==> config.mk <==
export PLATFORM = sky130hd
export DESIGN_NAME = digit_entry_ctrl
export DESIGN_NICKNAME = d
export VERILOG_FILES = /design/src/rtl/digit_entry_pkg.sv /design/src/rtl/key_repeat.sv /design/src/rtl/digit_entry_ctrl.sv
export SDC_FILE = /design/constraint.sdc
export NUM_CORES = 1
export LEC_CHECK = 0
export CORE_UTILIZATION = 50
export DETAILED_ROUTE_END_ITERATION = 10
export PLACE_DENSITY_LB_ADDON = 0.1
export SKIP_LAST_GASP = 1
export SLEW_MARGIN = 25
export SYNTH_ARGS = -nofsm -noshare
export SYNTH_HDL_FRONTEND = slang
export SYNTH_SLANG_ARGS = --single-unit
==> constraint.sdc <==
create_clock -name clk -period 12.2 [get_ports clk]
set_clock_uncertainty 0.2 [all_clocks]
set_input_delay 2.44 -clock clk [delete_from_list [all_inputs] [get_ports clk]]
set_output_delay 2.44 -clock clk [all_outputs]
set_load 0.02 [all_outputs]
==> src/rtl/digit_entry_pkg.sv <==
// Shared types, constants and elaboration-time helpers for the digit entry panel.
package digit_entry_pkg;

  typedef enum logic [1:0] {
    EDIT    = 2'd0,
    CONVERT = 2'd1,
    REQ     = 2'd2
  } state_t;

  localparam logic [3:0] BCD_MAX = 4'd9;

  // Decimal digits that make up one operand.
  function automatic int unsigned digits_per_op(input int unsigned nd, input int unsigned nops);
    return nd / nops;
  endfunction

  // True when the parameter set is buildable: digits split evenly, the largest
  // D-digit decimal fits in op_w bits, and both repeat intervals are non-zero.
  function automatic bit params_legal(input int unsigned nd, input int unsigned nops,
                                      input int unsigned op_w, input int unsigned dly,
                                      input int unsigned rate);
    longint unsigned lim;
    int unsigned     d;
    if (nops == 0 || nd < 2 || (nd % nops) != 0) return 1'b0;
    if (op_w == 0 || dly == 0 || rate == 0) return 1'b0;
    d = nd / nops;
    if (op_w >= 64) return 1'b1;
    if (d > 19) return 1'b0;
    lim = 64'd1;
    for (int unsigned i = 0; i < d; i++) lim = lim * 64'd10;
    return ((lim - 64'd1) >> op_w) == 64'd0;
  endfunction

endpackage

==> src/rtl/key_repeat.sv <==
// Rising-edge detect plus hold-to-repeat event generator for one key level.
module key_repeat #(
  parameter int unsigned REPEAT_DLY  = 30_000_000,
  parameter int unsigned REPEAT_RATE = 10_000_000
) (
  input  logic clk,
  input  logic rst,
  input  logic lvl,
  input  logic inhibit,
  output logic evt
);

  localparam int unsigned MAXC  = (REPEAT_DLY > REPEAT_RATE) ? REPEAT_DLY : REPEAT_RATE;
  localparam int unsigned CNT_W = $clog2(MAXC + 1);

  logic             r_prev;
  logic             r_rep;
  logic [CNT_W-1:0] r_cnt;
  logic [CNT_W-1:0] w_target;
  logic             w_edge;
  logic             w_hit;

  // r_cnt holds cycles elapsed since the press edge or since the last repeat.
  assign w_target = r_rep ? CNT_W'(REPEAT_RATE) : CNT_W'(REPEAT_DLY);
  assign w_edge   = lvl & ~r_prev;
  assign w_hit    = lvl & r_prev & (r_cnt == w_target);
  // Strobe is combinational so the press edge acts in the same cycle.
  assign evt      = ~inhibit & (w_edge | w_hit);

  // Track previous level and the repeat interval counter.
  always_ff @(posedge clk) begin
    if (rst) begin
      r_prev <= 1'b0;
      r_rep  <= 1'b0;
      r_cnt  <= '0;
    end else begin
      r_prev <= lvl;
      if (inhibit || !lvl) begin
        r_rep <= 1'b0;
        r_cnt <= '0;
      end else if (w_edge) begin
        r_rep <= 1'b0;
        r_cnt <= CNT_W'(1);
      end else if (w_hit) begin
        r_rep <= 1'b1;
        r_cnt <= CNT_W'(1);
      end else begin
        r_cnt <= r_cnt + CNT_W'(1);
      end
    end
  end

endmodule

==> src/rtl/digit_entry_ctrl.sv <==
// Front-panel BCD operand entry: cursor editing, BCD-to-binary conversion, start handshake.
module digit_entry_ctrl
  import digit_entry_pkg::*;
#(
  parameter int unsigned NUM_DIGITS  = 4,
  parameter int unsigned NUM_OPS     = 2,
  parameter int unsigned OP_W        = 32,
  parameter int unsigned REPEAT_DLY  = 30_000_000,
  parameter int unsigned REPEAT_RATE = 10_000_000
) (
  input  logic                          clk,
  input  logic                          rst,
  input  logic                          up_lvl,
  input  logic                          down_lvl,
  input  logic                          left_pulse,
  input  logic                          right_pulse,
  input  logic                          go_pulse,
  input  logic                          clear_pulse,
  input  logic                          start_ack,
  output logic [4*NUM_DIGITS-1:0]       digits,
  output logic [$clog2(NUM_DIGITS)-1:0] cursor,
  output logic [NUM_OPS*OP_W-1:0]       operands,
  output logic                          ops_valid,
  output logic                          start_req,
  output logic                          busy
);

  localparam int unsigned D      = digits_per_op(NUM_DIGITS, NUM_OPS);
  localparam int unsigned CUR_W  = $clog2(NUM_DIGITS);
  localparam int unsigned STEP_W = (D > 1) ? $clog2(D) : 1;

  if (!params_legal(NUM_DIGITS, NUM_OPS, OP_W, REPEAT_DLY, REPEAT_RATE)) begin : g_param_check
    $fatal(1, "digit_entry_ctrl: illegal parameter combination");
  end

  state_t                    r_state;
  logic [3:0]                r_dig [NUM_DIGITS];
  logic [CUR_W-1:0]          r_cursor;
  logic [OP_W-1:0]           r_acc [NUM_OPS];
  logic [NUM_OPS*OP_W-1:0]   r_operands;
  logic [STEP_W-1:0]         r_step;
  logic                      r_ops_valid;
  logic                      r_start_req;
  logic                      r_busy;

  logic                      w_inc;
  logic                      w_dec;
  logic                      w_inhibit;
  logic [3:0]                w_cur_dig;
  logic [3:0]                w_inc_dig;
  logic [3:0]                w_dec_dig;
  logic [OP_W-1:0]           w_next [NUM_OPS];

  assign w_inhibit = up_lvl & down_lvl;

  key_repeat #(.REPEAT_DLY(REPEAT_DLY), .REPEAT_RATE(REPEAT_RATE)) u_rep_up (
    .clk     (clk),
    .rst     (rst),
    .lvl     (up_lvl),
    .inhibit (w_inhibit),
    .evt     (w_inc)
  );

  key_repeat #(.REPEAT_DLY(REPEAT_DLY), .REPEAT_RATE(REPEAT_RATE)) u_rep_down (
    .clk     (clk),
    .rst     (rst),
    .lvl     (down_lvl),
    .inhibit (w_inhibit),
    .evt     (w_dec)
  );

  assign w_cur_dig = r_dig[r_cursor];
  assign w_inc_dig = (w_cur_dig == BCD_MAX) ? 4'd0 : w_cur_dig + 4'd1;
  assign w_dec_dig = (w_cur_dig == 4'd0) ? BCD_MAX : w_cur_dig - 4'd1;

  // One multiply-accumulate step per operand, most significant digit first.
  always_comb begin
    for (int k = 0; k < NUM_OPS; k++) begin
      w_next[k] = (r_acc[k] << 3) + (r_acc[k] << 1)
                + OP_W'(r_dig[CUR_W'(k * D + D - 1) - CUR_W'(r_step)]);
    end
  end

  // Panel state machine: edit, convert, and hold the start request.
  always_ff @(posedge clk) begin
    if (rst) begin
      r_state     <= EDIT;
      r_cursor    <= '0;
      r_operands  <= '0;
      r_step      <= '0;
      r_ops_valid <= 1'b0;
      r_start_req <= 1'b0;
      r_busy      <= 1'b0;
      for (int k = 0; k < NUM_DIGITS; k++) r_dig[k] <= 4'd0;
      for (int k = 0; k < NUM_OPS; k++) r_acc[k] <= '0;
    end else if (clear_pulse) begin
      r_state     <= EDIT;
      r_cursor    <= '0;
      r_step      <= '0;
      r_ops_valid <= 1'b0;
      r_start_req <= 1'b0;
      r_busy      <= 1'b0;
      for (int k = 0; k < NUM_DIGITS; k++) r_dig[k] <= 4'd0;
    end else begin
      case (r_state)
        EDIT: begin
          // Edits use the cursor value from before any move in this cycle.
          if (w_inc) begin
            r_dig[r_cursor] <= w_inc_dig;
            r_ops_valid     <= 1'b0;
          end else if (w_dec) begin
            r_dig[r_cursor] <= w_dec_dig;
            r_ops_valid     <= 1'b0;
          end
          if (left_pulse && !right_pulse) begin
            r_cursor <= (r_cursor == CUR_W'(NUM_DIGITS - 1)) ? '0 : r_cursor + CUR_W'(1);
          end else if (right_pulse && !left_pulse) begin
            r_cursor <= (r_cursor == '0) ? CUR_W'(NUM_DIGITS - 1) : r_cursor - CUR_W'(1);
          end
          if (go_pulse) begin
            r_state <= CONVERT;
            r_busy  <= 1'b1;
            r_step  <= '0;
            for (int k = 0; k < NUM_OPS; k++) r_acc[k] <= '0;
          end
        end
        CONVERT: begin
          for (int k = 0; k < NUM_OPS; k++) r_acc[k] <= w_next[k];
          if (r_step == STEP_W'(D - 1)) begin
            for (int k = 0; k < NUM_OPS; k++) r_operands[k*OP_W +: OP_W] <= w_next[k];
            r_ops_valid <= 1'b1;
            r_start_req <= 1'b1;
            r_state     <= REQ;
          end else begin
            r_step <= r_step + STEP_W'(1);
          end
        end
        REQ: begin
          if (start_ack) begin
            r_start_req <= 1'b0;
            r_busy      <= 1'b0;
            r_state     <= EDIT;
          end
        end
        default: begin
          r_state     <= EDIT;
          r_start_req <= 1'b0;
          r_busy      <= 1'b0;
        end
      endcase
    end
  end

  for (genvar g = 0; g < NUM_DIGITS; g++) begin : g_dig_out
    assign digits[g*4 +: 4] = r_dig[g];
  end

  assign cursor    = r_cursor;
  assign operands  = r_operands;
  assign ops_valid = r_ops_valid;
  assign start_req = r_start_req;
  assign busy      = r_busy;

endmodule
; Word-level counts from Yosys, hierarchy flattened
; Memory sizes are Yosys's and may differ from the RTL's. A register that Yosys moved wholly into a read port is not among the register bits.
; Cells that the tools add are included.
[totals]
mem_bits_rw = 80
n_memories = 2
rom_bits = 0
latchBits = 0
regBits = 126
out_inout_bits = 85
[op_classes]
muxes = 66
bitwise = 26
n_lt_le_gt_ge = 0
n_shift = 0
div = 0
multipliers = 0
n_reduce_logical = 28
add_sub_neg = 13
eq_ne = 10
[mem_list]
columns = memory, depth, word_bits, read_ports, rd_clocked_by_memory_dff, wr, line
row1 = r_acc, 2, 32, 2, 0, 2, digit_entry_ctrl.sv:39  ; logic [OP_W-1:0] r_acc [NUM_OPS];
row2 = r_dig, 4, 4, 7, 1, 4, digit_entry_ctrl.sv:37  ; logic [3:0] r_dig [NUM_DIGITS];
[op_table]
columns = op, n
row1 = 32-bit 2-to-1 mux, 4
row2 = 32-bit adder, 2
row3 = 32-bit by 4-bit adder with 32-bit output, 2
row4 = "25-bit by 1-bit adder with 25-bit output, second input constant", 2
row5 = 25-bit equality test, 2
row6 = 25-bit 2-to-1 mux, 2
row7 = 1-bit 2-to-1 mux, 37
row8 = 4-bit 2-to-1 mux, 8
row9 = 2-bit 2-to-1 mux, 10
row10 = 3-bit AND reduction, 5
row11 = 4-bit OR reduction, 3
row12 = 1-bit OR, 11
row13 = 1-bit AND, 9
row14 = "2-bit inequality test, second input constant", 3
row15 = 1-bit NOT, 6
row16 = 1-bit one-hot mux with 3 select lines, 2
row17 = 2-bit one-hot mux with 3 select lines, 1
row18 = 2-bit OR reduction, 3
row19 = 3-bit OR reduction, 2
row20 = "4-bit by 1-bit adder with 4-bit output, second input constant", 1
row21 = "2-bit equality test, second input constant", 2
row22 = "4-bit equality test, second input constant", 1
row23 = 1-bit logical NOT, 4
row24 = 2-bit logical NOT, 2
row25 = other kinds (14), 19

; Depth between registers and ports, before layout
; Gate-level depths: netlist of run 1.
[depth]
ltp_word = 14
ltp_mapped = 13

; Cells and area by module
; From an unflattened synthesis of run 1, not the netlist that was laid out.
[unflattened]
cells_unflattened = 1357
hier_area_um2 = 12801.0
[by_module_without_submodules]
columns = mod, cells_per_inst, n_inst, area_per_inst_um2
row1 = digit_entry_ctrl, 1045, 1, 9833.2
row2 = key_repeat (u_rep_down), 155, 1, 1487.7
row3 = key_repeat (u_rep_up), 157, 1, 1480.2

; Worst setup path after synthesis of run 1
; Ideal clock, no wire load.
[synth_timing]
path_type = input to register
startpoint = input go_pulse
endpoint = memory r_acc[0][0], enable pin
setup_slack_ns = 4.365
required_time_ns = 11.425
arrival_time_ns = 7.060
path_stages = 2
path_buffers = 0
setup_ns = 0.575
cell_sequence = nor2_1 > o31ai_1
[synth_lines]
columns = element, line
row1 = start: declaration, digit_entry_ctrl.sv:17  ; input logic go_pulse,
row2 = end: declaration, digit_entry_ctrl.sv:39

==> results of run 1 <==
synth_stat cells (4+ instances only):
master    count
nand2b_1     10
or3_1         9
a211o_1       5
edfxtp_1     78
o21bai_1      9
a211oi_1     19
mux2_2        4
and3_1       29
fa_1          4
nand4_1      20
mux2i_1      11
a31oi_1       7
a21oi_1      90
nor2_1      185
and2b_1       4
nand3_1      50
dfxtp_1     128
buf_2         6
clkbuf_1     45
nand2_1     103
o211ai_1      6
o21a_1       13
inv_1        34
mux4_2        4
o21ai_0      55
nor3_1       21
xnor2_1      49
xor2_1       47
and2_1       32
nor4_1       13
nor4b_1       5
nor2b_1      10
or2_2         7
a21o_1       21
ha_1        125
stage by stage:
step           std cells  power (mW)  setup WS, ns  utilization [%]
3_5_place_dp        1692        1.01          6.93             56.5
5_1_grt             1735        1.76          7.43             59.9
2_1_floorplan       1331       0.941          4.37                -
3_3_place_gp        1692        1.00          7.07             56.5
6_report            1735        1.68          7.58             59.9
4_1_cts             1734        1.70          7.49             59.7
kinds of logic after synthesis:
logic type | after synthesis
compound gates | 272
simple gates | 519
xor+xnor | 96
mux | 19
fa+ha+maj | 129
buf+inv | 90
flops | 206
state kept, by name, indices dropped and copies added (netlist names), named ones only:
name and count:
ops_valid 1, u_rep_up.r_prev 1, u_rep_down.r_cnt 25, operands 64, start_req 1, u_rep_up.r_rep 1
r_dig 16, r_state 2, busy 1, r_step 1, r_acc 62, u_rep_down.r_rep 1
u_rep_down.r_prev 1, u_rep_up.r_cnt 25, cursor 2
final cells by class:
| class | count | area, um^2 | area share (%) |
|---|---|---|---|
| Multi-Input combinational cell | 1035 | 7050 | 49.6 |
| Sequential cell | 206 | 4900 | 34.5 |
| Timing Repair Buffer | 98 | 976 | 6.86 |
| Clock buffer | 41 | 736 | 5.17 |
| Tap cell | 319 | 399 | 2.81 |
| Inverter | 35 | 131 | 0.924 |
| Clock inverter | 1 | 20.0 | 0.141 |
per-layer routing:
metal  GRT usage (%)  part of all wire, %  up-vias  wire length [um]
met5               0                    0        -                 0
met4            6.50                  2.3        0               655
met3            3.16                  3.8       41              1070
met2            38.2                   47      159             13000
met1            30.8                   47     4594             13200
li1                -                    -     4918                 -
power breakdown:
part / internal [mW] / total [mW] / leakage (nW) / switching [mW]
combinational: 0.0936 / 0.247 / 3.35 / 0.153
clock: 0.408 / 0.690 / 0.371 / 0.282
sequential: 0.733 / 0.747 / 1.88 / 0.0147
total: 1.23 / 1.68 / 5.60 / 0.449
how the worst max path moves through the flow:
stage	cells past startpoint	slack (ns)	startpoint	to
finish	7	7.58	clear_pulse	r_dig[2][1]
global route	8	7.43	clear_pulse	r_dig[0][1]
CTS	4	7.49	clear_pulse	r_acc[0][53]
detailed placement	4	6.93	clear_pulse	r_acc[0][53]
global placement	7	7.07	clear_pulse	r_dig[0][1]
floorplan	2	4.37	go_pulse	r_acc[0][0]
critical path: stages:
cell and delay (ns):
clkdlybuf4s50_1 0.54, or2_2 0.42, or2_2 0.32, o21bai_2 0.25, o31a_1 0.33, o21ai_1 0.30
nor2_1 0.08
==> reports/results.txt, run 1 <==
IO Pins: 94
Nets: 1537
DR vias: 9712
max-cap violations: 0
hold path depth: 2
normalized max-slew margin: 38.5%
first-pass GRT wire length: 45800 um
Fillers: 2104
Pleak: 5.60 nW
First DRT Iteration DRCs: 447
min-delay src: operands[56]
hold_buf cts: 0
kind of critical path: in2reg
GP Congestion: 0.894
Worst Path Required: 12.27 ns
Die H: 159 um
DR WL/cell: 16.1 um
Synth area leader: dfxtp_1
IR drop worst, VDD: 106 uV
RSZ-0062 raised after global routing: no
grt ovf: 0
clock sink count: 206
Syn Area/Cell: 9.22 um^2
YS warnings: 0
main combinational cell family by area after synthesis: simple AND/OR/NAND/NOR gates
top cells by area, synth: dfxtp_1, edfxtp_1, ha_1, nor2_1, a21oi_1
Resize count post-CTS: 0
Inserted Clock Buffers: 23
EDFF count, synth: 78
CORE AREA: 23800 um^2
Fmax: 216 MHz
critical path launch point type: primary input
sequential area share after synthesis: 40.0%
Post-Synth XOR/XNOR Area: 6.85%
Adder-Cell Fraction of Synth Area: 13.4%
Finished Cell Area: 14200 um^2
Starting Density: 51.7%
status: finished, final reports clean
CTS tree: done
die width: 159 um
vias per std cell: 5.60
die area: 25200 um^2
largest net degree at the start of global routing: 100
Worst setup EP type: register
Cells after Synth: 1331
path depth of the worst reg2reg path: 12
crit-path max FO: 9
multiplexer share of the synthesized area: 2.00%
Root Buffer Master: clkbuf_16
Tot GR Track Use: 22.8%
Mapped Nets: 1469
Post-DP HPWL: 19800 um
share of layout cells above drive strength 1: 5.16%
drt drc: 0
post-route ant nets: 0
Syn-to-layout area delta: 15.9%
commonest non-fill, non-tap cell in the layout: nor2_1
Post-Route Setup TNS: 0 ns
FF-to-FF Start: r_step
Slew @ Worst Pin: 0.923 ns
antenna violations before repair: 0
compound-gate portion of the synthesized area: 14.4%
top cell type's share of synthesized area: 20.9%
WL final: 28000 um
setup violators final: 0
H-tree depth: 1
vias in the first global route: 9220
WHS: 0.251 ns
row cnt: 56
ANT cells: 0
clock-pin slew on the worst setup and hold paths: 0.06 ns
flop-to-flop setup slack: 7.90 ns
synth unique cells: 73
post-synthesis cell area: 12300 um^2
Worst Hold Path EP: operands[56]
flops & latches, synth: 206
Longest Clk Path Bufs: 3
post-synthesis simple-gate area fraction: 20.5%
fraction of registers with async set or reset after synthesis: 0%
clk_lat worst skew: 0.53 ns
crit path DAT: 4.69 ns
I/O Buffers: 93
class of the worst hold path: reg2reg
post-CTS setup repair buffer count: 0
fin crit period: 4.62 ns
final hold vios: 0
Critical R2R Capture: r_acc[0][59]
drt pass-1 iters: 4
most frequent cells in the layout: nor2_1, dfxtp_1, ha_1
ys flop type: dfxtp_1
pwr dens: 118 nW/um^2
Post-Place Cell Area: 13400 um^2
fin crit share: 37.9%
Max Slew Vio Count: 0
(Power assumes the default switching activity.)
==> run 2: changes to the inputs <==
Clock period 12.2 ns to 4.4 ns, I/O delays scaled along.
==> reports/results.txt, run 2 (synthesis gave the netlist of run 1 again) <==
RSZ-0062 raised after global routing: no
CTS tree: done
post-route ant nets: 0
DR WL/cell: 16.3 um
min-delay src: operands[51]
DR vias: 9759
CP Buf/Inv Count: 2
crit path from: r_step
GP Congestion: 0.903
row cnt: 56
Tot GR Track Use: 23.1%
switching part of the total: 26.8%
Cell Int Power: 3.40 mW
Syn-to-layout area delta: 16.0%
Placed Cells: 1698
clock share of power: 40.8%
Starting Density: 51.7%
clock-pin slew on the worst setup and hold paths: 0.06 ns
IR drop worst, VDD: 227 uV
final hold vios: 0
vias per std cell: 5.61
kind of critical path: reg2reg
Root Buffer Master: clkbuf_16
ANT cells: 0
First DRT Iteration DRCs: 519
NetSw: 1.25 mW
WL final: 28300 um
IO Pins: 94
Seq pwr share: 44.7%
Inserted Clock Buffers: 24
I/O Buffers: 93
Worst setup EP type: register
CP Cell Sequence: buf_4 -> mux2i_1 -> fa_1 -> inv_1 -> ha_1 -> a211oi_1 -> o21a_1 -> nor4_2 -> o31ai_2 -> a21oi_2 -> a41oi_1 -> xor2_1 -> nor2_1
critical path's largest stage delay: 0.46 ns
critical path launch point type: register
share of layout cells above drive strength 1: 5.84%
Post-Route Setup TNS: 0 ns
FF-to-FF Start: r_step
class of the worst hold path: reg2reg
highest-delay cell along the critical path: dfxtp_1
Max Slew Vio Count: 0
Longest Clk Path Bufs: 3
vias in the first global route: 9408
die area: 25200 um^2
status: finished, final reports clean
commonest non-fill, non-tap cell in the layout: nor2_1
final std cells w/o fill: 1741
crit path DAT: 4.14 ns
crit-path max FO: 7
clk_lat worst skew: 0.52 ns
hold_buf cts: 0
CORE AREA: 23800 um^2
Post-DP HPWL: 20300 um
die width: 159 um
normalized max-slew margin: 34.8%
first-pass GRT wire length: 46700 um
Comb power frac: 14.6%
fin crit period: 4.10 ns
Final Power: 4.65 mW
fin crit share: 93.1%
Largest register FFs: 64
antenna violations before repair: 0
largest net degree at the start of global routing: 70
Fmax: 244 MHz
Slew @ Worst Pin: 0.966 ns
drt pass-1 iters: 5
most frequent cells in the layout: nor2_1, dfxtp_1, ha_1
setup violators final: 0
Die H: 159 um
drt drc: 0
CP delay by family, top: compound AO/OA/AOI/OAI gates
Worst Path Required: 4.44 ns
max-cap violations: 0
Nets: 1543
grt ovf: 0
pwr dens: 326 nW/um^2
H-tree depth: 1
Pleak: 5.61 nW
clock sink count: 206
run 2: worst reg2reg max path, stage by stage (launching register included):
cell and delay [ns]:
dfxtp_1 0.46, buf_4 0.20, mux2i_1 0.24, fa_1 0.44, inv_1 0.12, ha_1 0.25
a211oi_1 0.36, o21a_1 0.26, nor4_2 0.09, o31ai_2 0.38, a21oi_2 0.21, a41oi_1 0.38
xor2_1 0.18, nor2_1 0.06
run 2: final timing paths:
kind | slack (ns) | end | depth (start not counted)
worst max-delay path | 0.30 | r_acc[0][59] | 13
worst min-delay path | 0.25 | operands[51] | 2
worst max register to register | 0.30 | r_acc[0][59] | 13
worst min register to register | 0.25 | operands[51] | 2
run 2: area by class of cell:
cell class | count | area (um^2)
fill | 2113 | 9520
multi-input combinational | 1035 | 7040
sequential | 206 | 4900
timing repair buffer | 103 | 1000
clock buffer | 33 | 697
tap | 319 | 399
inverter | 35 | 131
clock inverter | 10 | 55.1
run 2: power groups by stage:
stage	sequential, mW	combinational [mW]	clock (mW)
2_1_floorplan	2.11	0.496	0
4_1_cts	2.07	0.678	1.93
5_1_grt	2.08	0.763	2.00
3_3_place_gp	2.11	0.666	0
6_report	2.07	0.677	1.89
3_5_place_dp	2.11	0.673	0
run 2: timing repair:
item,4_1_cts,5_1_grt
gates resized for setup,0,1
buffers inserted,0,0
setup endpoints to repair,0,1
run 2: per-stage QoR:
stage	worst slack, ns	hold WS, ns	instance area [um^2]	utilization, %
floorplan	0.0704	0.247	12300	-
global placement	0.445	0.243	13500	56.7
detailed placement	0.345	0.247	13500	56.7
CTS	0.291	0.255	14200	59.9
global route	0.00938	0.276	14200	59.9
finish	0.304	0.251	14200	59.9
run 2: layer usage:
metal  global-route usage [%]  wire (um)  part of all wire (%)
met1                     31.5      13600                    48
met2                     39.1      13200                    46
met3                     2.80       1050                   3.7
met4                     4.76        497                   1.8
met5                        0          0                     0
==> run 3: changes to the inputs <==
Settings changed: TNS_END_PERCENT set to 20.
==> results of run 3 <==
No change in the layout: final DEF, timing and power equal those of run 2.
==> RTL edit 1, RTL diff (settings of run 3) <==
Register the output `digits`, cleared by the reset; this adds one clock of latency there. The other outputs are not delayed to match.
--- a/src/rtl/digit_entry_ctrl.sv
+++ b/src/rtl/digit_entry_ctrl.sv
@@ -29,4 +29,6 @@
   localparam int unsigned CUR_W  = $clog2(NUM_DIGITS);
   localparam int unsigned STEP_W = (D > 1) ? $clog2(D) : 1;
+
+  logic [4*NUM_DIGITS-1:0] digits_d;
 
   if (!params_legal(NUM_DIGITS, NUM_OPS, OP_W, REPEAT_DLY, REPEAT_RATE)) begin : g_param_check
@@ -153,5 +155,5 @@
 
   for (genvar g = 0; g < NUM_DIGITS; g++) begin : g_dig_out
-    assign digits[g*4 +: 4] = r_dig[g];
+    assign digits_d[g*4 +: 4] = r_dig[g];
   end
 
@@ -162,3 +164,11 @@
   assign busy      = r_busy;
 
+  always_ff @(posedge clk) begin
+    if (rst) begin
+      digits <= '0;
+    end else begin
+      digits <= digits_d;
+    end
+  end
+
 endmodule
Behaviour: not the same (a bounded check fails within 4 cycles, from zero or initial values and one cycle with rst high).
==> RTL edit 1 against run 3 <==
Power is 5.7% higher; sequential cell count up 16; count of clock-buffer cells in the layout increased by 2; die area is 1.2% higher; synthesized area grew 1.2%; design area increased by 2.4%; setup slack worse by 0.14 ns; wire length up 2.7%; critical path type unchanged; critical endpoint is now operands[62]; largest cell class unchanged.
==> RTL edit 1: results (changes against run 3) <==
| Metric | Value |
|---|---|
| Placement Setup Slack | `0.0327 ns (-0.312 ns)` |
| Multi-input logic area | `6890 um^2 (-2.1%)` |
| Largest net degree at the start of global routing | `63 (-10%)` |
| Slowest-stage cell, CP | `fa_2` |
| Area fraction in compound gates after synthesis | `0.138 (-0.00648)` |
| Status | `complete, no violations` |
| Library cells used by synthesis | `67 (-8.2%)` |
| Xor and xnor area share after synthesis | `0.0719 (+0.00340)` |
| Pre-antenna DRT Iters | `6 (+1)` |
| Iter 0 DRT Violations | `599 (+15%)` |
| Synthesized Nets | `1473 (+0.27%)` |
| Slew at the pin closest to its max-slew limit | `0.900 ns (-0.0659 ns)` |
| GP Congestion | `0.903 (about the same)` |
| Net Sw Frac | `0.263 (-0.00456)` |
| CP peak stage delay | `0.42 ns (-0.04 ns)` |
| Skew-Pair Late Insertion Delay | `0.54 ns (+0.02 ns)` |
| Dpl cell area | `13800 um^2 (+2.1%)` |
| Filler Cell Count | `2099 (-0.66%)` |
| First-pass GRT wire length | `47700 um (+2.2%)` |
| Post-Synth Adder-Cell Area | `0.132 (-0.00162)` |
| VDD IR max | `0.270 mV (+19%)` |
| Pleak | `5.84 nW (+4.1%)` |
| Largest cells by area after synthesis | `dfxtp_1 (23%), edfxtp_1 (19%), ha_1 (13%)` |
| Detailed-route wire length per cell | `16.5 um (+1.2%)` |
| Final nets | `1562 (+1.2%)` |
| CP arrival | `4.49 ns (+0.35 ns)` |
| Placed wire-length estimate | `21000 um (+3.5%)` |
| Seq/Total Area, Yosys | `0.421 (+0.0210)` |
-- RTL edit 1: cell families after synthesis --
kind of cell | Yosys count
flip-flops | 222
XOR/XNOR | 102
AO/OA/AOI/OAI | 264
buffers and inverters | 92
multiplexers | 21
adder cells (fa/ha/maj) | 129
AND/OR/NAND/NOR | 505
-- RTL edit 1: power by group through the flow --
stage | Sequential (mW) | Clock [mW] | Combinational (mW)
6_report | 2.23 | 2.00 | 0.684
5_1_grt | 2.23 | 2.12 | 0.760
4_1_cts | 2.23 | 2.04 | 0.679
3_5_place_dp | 2.27 | 0 | 0.672
3_3_place_gp | 2.27 | 0 | 0.665
2_1_floorplan | 2.26 | 0 | 0.483
-- RTL edit 1: area by class of cell --
class                   count  area share
repair buffers            113      0.0756
clock buffers              35      0.0484
inverters                  42      0.0108
well taps                 324      0.0278
clock inverters             9     0.00524
multi-input cells        1021       0.473
flip-flops and latches    222       0.359
-- RTL edit 1: per-stage QoR --
step	cells	setup TNS [ns]	power, mW
floorplan	1335	-0.0312	2.75
global placement	1721	0	2.93
detailed placement	1721	0	2.94
CTS	1765	0	4.94
global route	1766	-0.0293	5.12
finish	1766	0	4.91
-- RTL edit 1: per-layer routing --
metal,GRT usage,up-vias,part of all wire
li1,-,4917,-
met1,0.301,4647,0.47
met2,0.391,188,0.47
met3,0.0304,43,0.040
met4,0.0603,0,0.018
met5,0,-,0
-- RTL edit 1: worst paths after layout --
check	startpoint	end	slack (ns)
worst max-delay path	r_step	operands[62]	0.17
worst min register to register	operands[34]	operands[34]	0.25
worst min-delay path	operands[34]	operands[34]	0.25
worst max register to register	r_step	operands[62]	0.17
-- RTL edit 1: repair_timing --
action	CTS	global route
setup endpoints to repair	0	5
gates resized for setup	0	8
setup buffers	0	1
==> RTL edit 2, RTL diff (settings of run 3) <==
Without the edit above. Change the parameter `OP_W` from 32 to 64.
--- a/src/rtl/digit_entry_ctrl.sv
+++ b/src/rtl/digit_entry_ctrl.sv
@@ -5,5 +5,5 @@
   parameter int unsigned NUM_DIGITS  = 4,
   parameter int unsigned NUM_OPS     = 2,
-  parameter int unsigned OP_W        = 32,
+  parameter int unsigned OP_W        = 64,
   parameter int unsigned REPEAT_DLY  = 30_000_000,
   parameter int unsigned REPEAT_RATE = 10_000_000
Ports: changed (resized operands); port bits go from 94 to 158. No check against the original RTL was run, so the function may have changed too.
==> RTL edit 2 against run 3 <==
Largest power group unchanged; cell count rose by 81%; sequential cell count up 128; synthesized cell count increased by 82%; maximum frequency decreased by 3.8%; design area up 78%; synthesized area increased by 75%; combinational power is 110% higher; wire length grew 97%; count of clock-buffer cells in the layout up 14; setup slack lost 0.16 ns; power up 75%; die area increased by 74%; critical path depth grew 3; utilization increased by 0.30 points.
==> RTL edit 2: results (changes against run 3) <==
| Metric | Value |
|---|---|
| Status | `complete, no violations` |
| Hold EP | `operands[101]` |
| R2R depth | `16 (+3)` |
| Slowest-stage cell, CP | `fa_1` |
| H-tree depth | `2 (+1)` |
| Seq/Total Area, Yosys | `0.377 (-0.0223)` |
| Clock-cell share | `0.0506 (-0.00224)` |
| VDD IR max | `0.284 mV (+25%)` |
| Multi-input logic area | `12900 um^2 (+83%)` |
| Layout cells sized above 1 | `0.0792 (+0.0208)` |
| Clkbuf count | `47 (+42%)` |
| Input/output buffers | `157 (+69%)` |
| Placement Setup Slack | `-0.0905 ns (-0.435 ns)` |
| Post-CTS sizing | `4 (+4)` |
| Clk sinks | `334 (+62%)` |
| Max-slew headroom | `0.347 (-0.000627)` |
| Met3 wire length | `2320 um (+120%)` |
| FF+latch area | `8110 um^2 (+65%)` |
| Non-CTS inverters | `53 (+51%)` |
| Iter 0 DRT Violations | `1011 (+95%)` |
| Post-route cell area | `25400 um^2 (+78%)` |
| Final nets | `2850 (+85%)` |
| M1 WL | `24800 um (+82%)` |
| Bufs w/o clock | `242 (+130%)` |
| GP Congestion | `0.940 (+4.1%)` |
| Met2 WL | `26700 um (+100%)` |
| Max reg flops | `128 (+100%)` |
| Largest net degree at the start of global routing | `83 (+19%)` |
| Filler Cell Count | `3665 (+73%)` |
| Final Non-Filler Cells | `3153 (+81%)` |
| Hold path start | `operands[101]` |
| Placed wire-length estimate | `41500 um (+100%)` |
-- RTL edit 2: cell types whose count changed after synthesis, moves of 29 or more --
| cell | run 3 | this run |
|---|---|---|
| a21o_1 | 21 | 71 |
| clkbuf_1 | 45 | 110 |
| edfxtp_1 | 78 | 142 |
| xnor2_1 | 49 | 86 |
| nand2_1 | 103 | 270 |
| dfxtp_1 | 128 | 192 |
| and3_1 | 29 | 63 |
| ha_1 | 125 | 253 |
| xor2_1 | 47 | 76 |
| a21oi_1 | 90 | 235 |
| nor2_1 | 185 | 293 |
-- RTL edit 2: where the power goes --
group / total, mW / leakage, nW / switching, mW / internal, mW
logic: 1.44 / 6.83 / 0.903 / 0.540
clock network: 3.28 / 0.629 / 1.35 / 1.92
registers: 3.40 / 3.08 / 0.0728 / 3.32
total: 8.12 / 10.5 / 2.33 / 5.79
-- RTL edit 2: metal layers --
metal  global-route usage  vias up
met5                    0        -
met4                0.109        0
met3               0.0301      117
met2                0.439      435
met1                0.319     8696
li1                     -     9056
